$ cat src/rtl/execute_pipe.sv
// WISC execute stage: registered ALU, branch resolution and next-PC with a valid/ready EX/MEM output register.
// Optional iterative shift-and-add multiplier for aluOp 111, enabled by defining EXEC_MULT_EN.
module execute_pipe #(
    parameter int WIDTH = 16
) (
    input  logic             clk,
    input  logic             rst,
    input  logic             flush,
    input  logic             in_valid,
    output logic             in_ready,
    input  logic [2:0]       aluOp,
    input  logic [WIDTH-1:0] inA,
    input  logic [WIDTH-1:0] inB,
    input  logic [WIDTH-1:0] pcInc,
    input  logic [WIDTH-1:0] imm,
    output logic             out_valid,
    input  logic             out_ready,
    output logic [WIDTH-1:0] aluOut,
    output logic [WIDTH-1:0] newPC,
    output logic             brTaken,
    output logic             ofl,
    output logic             busy
);

    localparam int MSB = WIDTH - 1;

    logic             out_valid_q, out_valid_d;
    logic [WIDTH-1:0] alu_out_q, alu_out_d;
    logic [WIDTH-1:0] new_pc_q, new_pc_d;
    logic             br_taken_q, br_taken_d;
    logic             ofl_q, ofl_d;

    logic [WIDTH-1:0] res_alu, res_pc, sum, diff;
    logic             res_ofl, res_taken;
    logic             out_free, accept;

    assign out_free = !out_valid_q || out_ready;
    assign accept   = in_valid && in_ready;
    assign sum      = inA + inB;
    assign diff     = inB - inA;

    always_comb begin
        res_alu   = '0;
        res_ofl   = 1'b0;
        res_taken = 1'b0;
        case (aluOp)
            3'b000: begin
                res_alu = sum;
                res_ofl = (inA[MSB] == inB[MSB]) && (sum[MSB] != inA[MSB]);
            end
            3'b001: begin
                res_alu = diff;
                res_ofl = (inB[MSB] != inA[MSB]) && (diff[MSB] != inB[MSB]);
            end
            3'b010: res_alu = inA & inB;
            3'b011: res_alu = inA ^ inB;
            3'b100: res_alu = {{(WIDTH-1){1'b0}}, ($signed(inA) < $signed(inB))};
            3'b101: res_taken = (inA == '0);
            3'b110: res_taken = (inA != '0);
            default: res_alu = '0;
        endcase
        res_pc = res_taken ? (pcInc + imm) : pcInc;
    end

`ifdef EXEC_MULT_EN
    localparam int CW = (WIDTH > 1) ? $clog2(WIDTH) : 1;
    localparam logic [CW-1:0] LAST = CW'(WIDTH - 1);

    typedef enum logic {IDLE, MUL} state_t;

    state_t           state_q, state_d;
    logic [CW-1:0]    count_q, count_d;
    logic [WIDTH-1:0] mul_a_q, mul_a_d;
    logic [WIDTH-1:0] mul_b_q, mul_b_d;
    logic [WIDTH-1:0] mul_pc_q, mul_pc_d;
    logic [WIDTH-1:0] acc_q, acc_d;
    logic [WIDTH-1:0] acc_next;
    logic             is_mul, mul_last, mul_done;

    assign is_mul   = (aluOp == 3'b111);
    assign acc_next = acc_q + (mul_b_q[count_q] ? (mul_a_q << count_q) : '0);
    assign mul_last = (state_q == MUL) && (count_q == LAST);
    // The final partial product is only folded in once the output register can take it.
    assign mul_done = mul_last && out_free;
    assign in_ready = !rst && (state_q == IDLE) && out_free;
    assign busy     = (state_q == MUL);
`else
    logic is_mul;

    assign is_mul   = 1'b0;
    assign in_ready = !rst && out_free;
    assign busy     = 1'b0;
`endif

    always_comb begin
        out_valid_d = out_valid_q;
        alu_out_d   = alu_out_q;
        new_pc_d    = new_pc_q;
        br_taken_d  = br_taken_q;
        ofl_d       = ofl_q;
`ifdef EXEC_MULT_EN
        state_d  = state_q;
        count_d  = count_q;
        mul_a_d  = mul_a_q;
        mul_b_d  = mul_b_q;
        mul_pc_d = mul_pc_q;
        acc_d    = acc_q;
`endif
        if (flush) begin
            out_valid_d = 1'b0;
`ifdef EXEC_MULT_EN
            state_d = IDLE;
`endif
        end else begin
`ifdef EXEC_MULT_EN
            if (mul_done) begin
                out_valid_d = 1'b1;
                alu_out_d   = acc_next;
                new_pc_d    = mul_pc_q;
                br_taken_d  = 1'b0;
                ofl_d       = 1'b0;
                state_d     = IDLE;
            end else
`endif
            if (accept && !is_mul) begin
                out_valid_d = 1'b1;
                alu_out_d   = res_alu;
                new_pc_d    = res_pc;
                br_taken_d  = res_taken;
                ofl_d       = res_ofl;
            end else if (out_ready) begin
                out_valid_d = 1'b0;
            end
`ifdef EXEC_MULT_EN
            if ((state_q == IDLE) && accept && is_mul) begin
                state_d  = MUL;
                count_d  = '0;
                acc_d    = '0;
                mul_a_d  = inA;
                mul_b_d  = inB;
                mul_pc_d = pcInc;
            end else if ((state_q == MUL) && !mul_last) begin
                acc_d   = acc_next;
                count_d = count_q + 1'b1;
            end
`endif
        end
    end

    always_ff @(posedge clk) begin
        if (rst) begin
            out_valid_q <= 1'b0;
            alu_out_q   <= '0;
            new_pc_q    <= '0;
            br_taken_q  <= 1'b0;
            ofl_q       <= 1'b0;
`ifdef EXEC_MULT_EN
            state_q  <= IDLE;
            count_q  <= '0;
            mul_a_q  <= '0;
            mul_b_q  <= '0;
            mul_pc_q <= '0;
            acc_q    <= '0;
`endif
        end else begin
            out_valid_q <= out_valid_d;
            alu_out_q   <= alu_out_d;
            new_pc_q    <= new_pc_d;
            br_taken_q  <= br_taken_d;
            ofl_q       <= ofl_d;
`ifdef EXEC_MULT_EN
            state_q  <= state_d;
            count_q  <= count_d;
            mul_a_q  <= mul_a_d;
            mul_b_q  <= mul_b_d;
            mul_pc_q <= mul_pc_d;
            acc_q    <= acc_d;
`endif
        end
    end

    assign out_valid = out_valid_q;
    assign aluOut    = alu_out_q;
    assign newPC     = new_pc_q;
    assign brTaken   = br_taken_q;
    assign ofl       = ofl_q;

endmodule

$ cat config.mk
export PLATFORM = sky130hd
export DESIGN_NAME = execute_pipe
export DESIGN_NICKNAME = d
export VERILOG_FILES = /design/src/rtl/execute_pipe.sv
export SDC_FILE = /design/constraint.sdc
export NUM_CORES = 1
export LEC_CHECK = 0
export CORE_MARGIN = 5
export CORE_UTILIZATION = 33
export CTS_BUF_LIST = sky130_fd_sc_hd__clkbuf_16
export DETAILED_ROUTE_END_ITERATION = 8
export PLACE_DENSITY_LB_ADDON = 0.08
export SKIP_CTS_REPAIR_TIMING = 1
export SYNTH_ARGS = -nofsm -noshare
export SYNTH_HDL_FRONTEND = slang
export SYNTH_SLANG_ARGS = --single-unit
$ cat constraint.sdc
create_clock -name clk -period 2.7 [get_ports clk]
set_input_delay 0.675 -clock clk [delete_from_list [all_inputs] [get_ports clk]]
set_output_delay 0.675 -clock clk [all_outputs]
set_load 0.05 [all_outputs]
==> flow_summary.json <==
{
  "timing.fmax_mhz": 372,
  "viasPerCell": 5.22,
  "die_w_um": 128,
  "hpwl_um": 14600,
  "max-slew-margin-rel_pct": 53.6,
  "postRouteAntennaNets": 0,
  "final_max_slew_viol_count": 0,
  "grt_pass1_vias": 5577,
  "n_fill_cell": 1310,
  "die_height_um": 128,
  "synth_top_cell_by_area": "ha_1",
  "synthesis.nets": 749,
  "timing.max_cap.violations": 0,
  "drt_wl_total_um": 18200,
  "ys.warnings.count": 0,
  "ys_ff_latch": 35,
  "cts_tree": "yes",
  "port-buffer-count": 107,
  "dr.pass1.iters": 5,
  "synthFlopType": "dfxtp_1",
  "netlist_area_sq_um": 4590,
  "setup_ws_ns": 0.0106,
  "clock_latency_ns": 0.28,
  "pwr-share-comb_pct": 57.2,
  "synth_area_leaders": "ha_1, dfxtp_1, a21oi_1",
  "rrSetupSlack_ns": 1.09,
  "die_area_sq_um": 16400,
  "rsz0062_at_grt": "yes",
  "drt_iter0_drc": 296,
  "status": "completed",
  "hold_viol": 0,
  "required_ns": 2.92,
  "diodes": 0,
  "synth-xor-area-share_pct": 4.39,
  "min-delay-start": "aluOut[6]",
  "ir_drop_mv": 0.219,
  "synth_top_area_share_pct": 16.9,
  "synth_cells": 612,
  "seq_power_share_pct": 21.1,
  "h-tree-depth": 2,
  "leakagePower_nw": 3.70,
  "grt_pass1_wl_um": 27800,
  "synthMuxAreaShare_pct": 5.15,
  "synth-simple-area-share_pct": 18.9,
  "hold_depth": 2,
  "p_switching_w": 0.00100,
  "track_usage_pct": 20.8,
  "avgRoutedWirePerCell_um": 17.0,
  "hold_path_end": "aluOut[6]",
  "min_path_type": "flop to flop",
  "grt_max_degree": 29,
  "vias": 5586,
  "power_density_nw_per_um2": 327,
  "layout-drive-gt1-share_pct": 34.0,
  "synth_edf_count": 0,
  "end_kind": "flop",
  "gr-total-overflow": 0,
  "yosys-top-cells-count": "ha_1, nor2_1, inv_1",
  "rows": 43,
  "cp_max_fo": 17,
  "place_ws_ns": -0.632,
  "startpoint_type": "primary input",
  "areaGrowthSynthToFinish_pct": 74.3,
  "r2r_cells": 6,
  "clkPwrFrac_pct": 21.7,
  "power_w": 0.00262,
  "setup_viol": 0,
  "tightest_slew_ns": 0.693,
  "avgSynthCellArea_sq_um": 7.50,
  "drc": 0,
  "cp_data_arrival_time_ns": 2.91,
  "fin_crit_sh_pct": 99.6,
  "r2r-end": "aluOut[12]",
  "antenna_found_initial": 0,
  "cts_sinks": 35,
  "r2r_start": "out_valid",
  "gp_congestion": 0.930,
  "layout_min_cycle_time_ns": 2.69,
  "synthAdderAreaFrac_pct": 18.2,
  "nets": 1028,
  "core_area_sq_um": 13800,
  "async_reset_ff_share_pct": 0,
  "synth_cell_type_count": 73,
  "yosysSeqAreaShare_pct": 15.3,
  "path_clk_slew_ns": 0.05,
  "numCtsBuffers": 5,
  "clockBufferDepth": 2,
  "skew_ns": 0.00463,
  "start_util_pct": 33.3,
  "synth_top_family_by_area": "compound AO/OA/AOI/OAI gates",
  "switching_share_pct": 38.2,
  "cts-root-buf": "clkbuf_16",
  "critPathKind": "primary input to flop",
  "synth-compound-area-share_pct": 30.1,
  "internal-power_w": 0.00162,
  "pin_count": 109
}
flip-flops by register name, summed over array words and instances (netlist names):
signal     count
ofl            1
brTaken        1
aluOut        16
newPC         16
out_valid      1
layout make-up:
cell class | instances | area [sq um] | area share, %
tap | 180 | 225 | 2.82
multi-input combinational | 488 | 4060 | 50.8
sequential | 35 | 701 | 8.76
clock buffer | 5 | 125 | 1.56
timing repair buffer | 303 | 2660 | 33.2
clock inverter | 2 | 8.76 | 0.110
inverter | 58 | 218 | 2.72
through the flow:
step	instances	utilization (%)	area [sq um]	hold WS [ns]	setup TNS, ns
finish	1071	58.1	8000	0.451	0
global route	1071	58.1	8000	0.484	-0.252
CTS	1062	53.1	7320	0.461	-2.90
detailed placement	1055	52.2	7180	0.453	-10.96
global placement	1055	52.2	7180	0.447	-10.20
floorplan	612	-	4590	0.662	0
cell families after synthesis:
kind of cell               Yosys count
AOI/OAI and AO/OA                  195
and+or+nand+nor                    182
buffers and inverters               89
adders and majority gates           65
DFF                                 35
xor gates and xnor gates            23
muxes                               22
other                                1
critical path, cell delays in order:
cell and delay (ns):
clkdlybuf4s50_1 0.42, buf_4 0.16, nor4_2 0.30, buf_4 0.17, nand4_1 0.21, mux2i_1 0.19
nor2_2 0.15, buf_12 0.18, nor2_1 0.05, a211o_1 0.28, a21oi_1 0.11
power groups by stage:
stage / Clock [W] / Combinational [W] / Sequential (W)
finish: 0.000567 / 0.00150 / 0.000553
detailed placement: 0 / 0.00132 / 0.000564
CTS: 0.000586 / 0.00133 / 0.000553
global route: 0.000607 / 0.00161 / 0.000554
floorplan: 0 / 0.000599 / 0.000637
global placement: 0 / 0.00131 / 0.000564
how the worst max path moves through the flow:
stage | from | endpoint | slack [ns] | cells after the start
floorplan | inA[0] | aluOut[8] | 0.08 | 8
global placement | inA[4] | ofl | -0.55 | 10
detailed placement | inA[0] | aluOut[10] | -0.63 | 12
CTS | inA[0] | aluOut[10] | -0.34 | 12
global route | inA[10] | newPC[12] | -0.06 | 11
finish | inA[10] | newPC[12] | 0.01 | 11
per-layer routing:
metal,GRT usage [%],vias to the layer above,wire length (um)
met3,3.33,24,917
met1,27.3,2636,8200
met4,4.99,0,276
met2,35.8,163,8780
li1,-,2763,-
met5,0,-,0
placed cells by master, fill, tap and decap left out, drive strengths merged, types with 3 or more instances in the layout:
| cell type | instances |
|---|---|
| a211oi | 16 |
| a21o | 15 |
| a21oi | 55 |
| a221oi | 5 |
| a22oi | 4 |
| a31oi | 6 |
| a32o | 3 |
| a32oi | 6 |
| and3 | 3 |
| buf | 197 |
| clkbuf | 5 |
| clkdlybuf4s50 | 79 |
| dfxtp | 35 |
| dlymetal6s2s | 27 |
| fa | 3 |
| ha | 62 |
| inv | 58 |
| mux2 | 3 |
| mux2i | 18 |
| nand2 | 46 |
| nand2b | 5 |
| nand3 | 15 |
| nand4 | 5 |
| nor2 | 62 |
| nor2b | 9 |
| nor3 | 11 |
| nor4 | 11 |
| o211ai | 9 |
| o21a | 7 |
| o21ai | 28 |
| o21bai | 3 |
| o221ai | 3 |
| o22ai | 5 |
| o31a | 3 |
| o31ai | 6 |
| or2 | 3 |
| or3 | 3 |
| xnor2 | 16 |
| xor2 | 7 |
(Power assumes the default switching activity.)
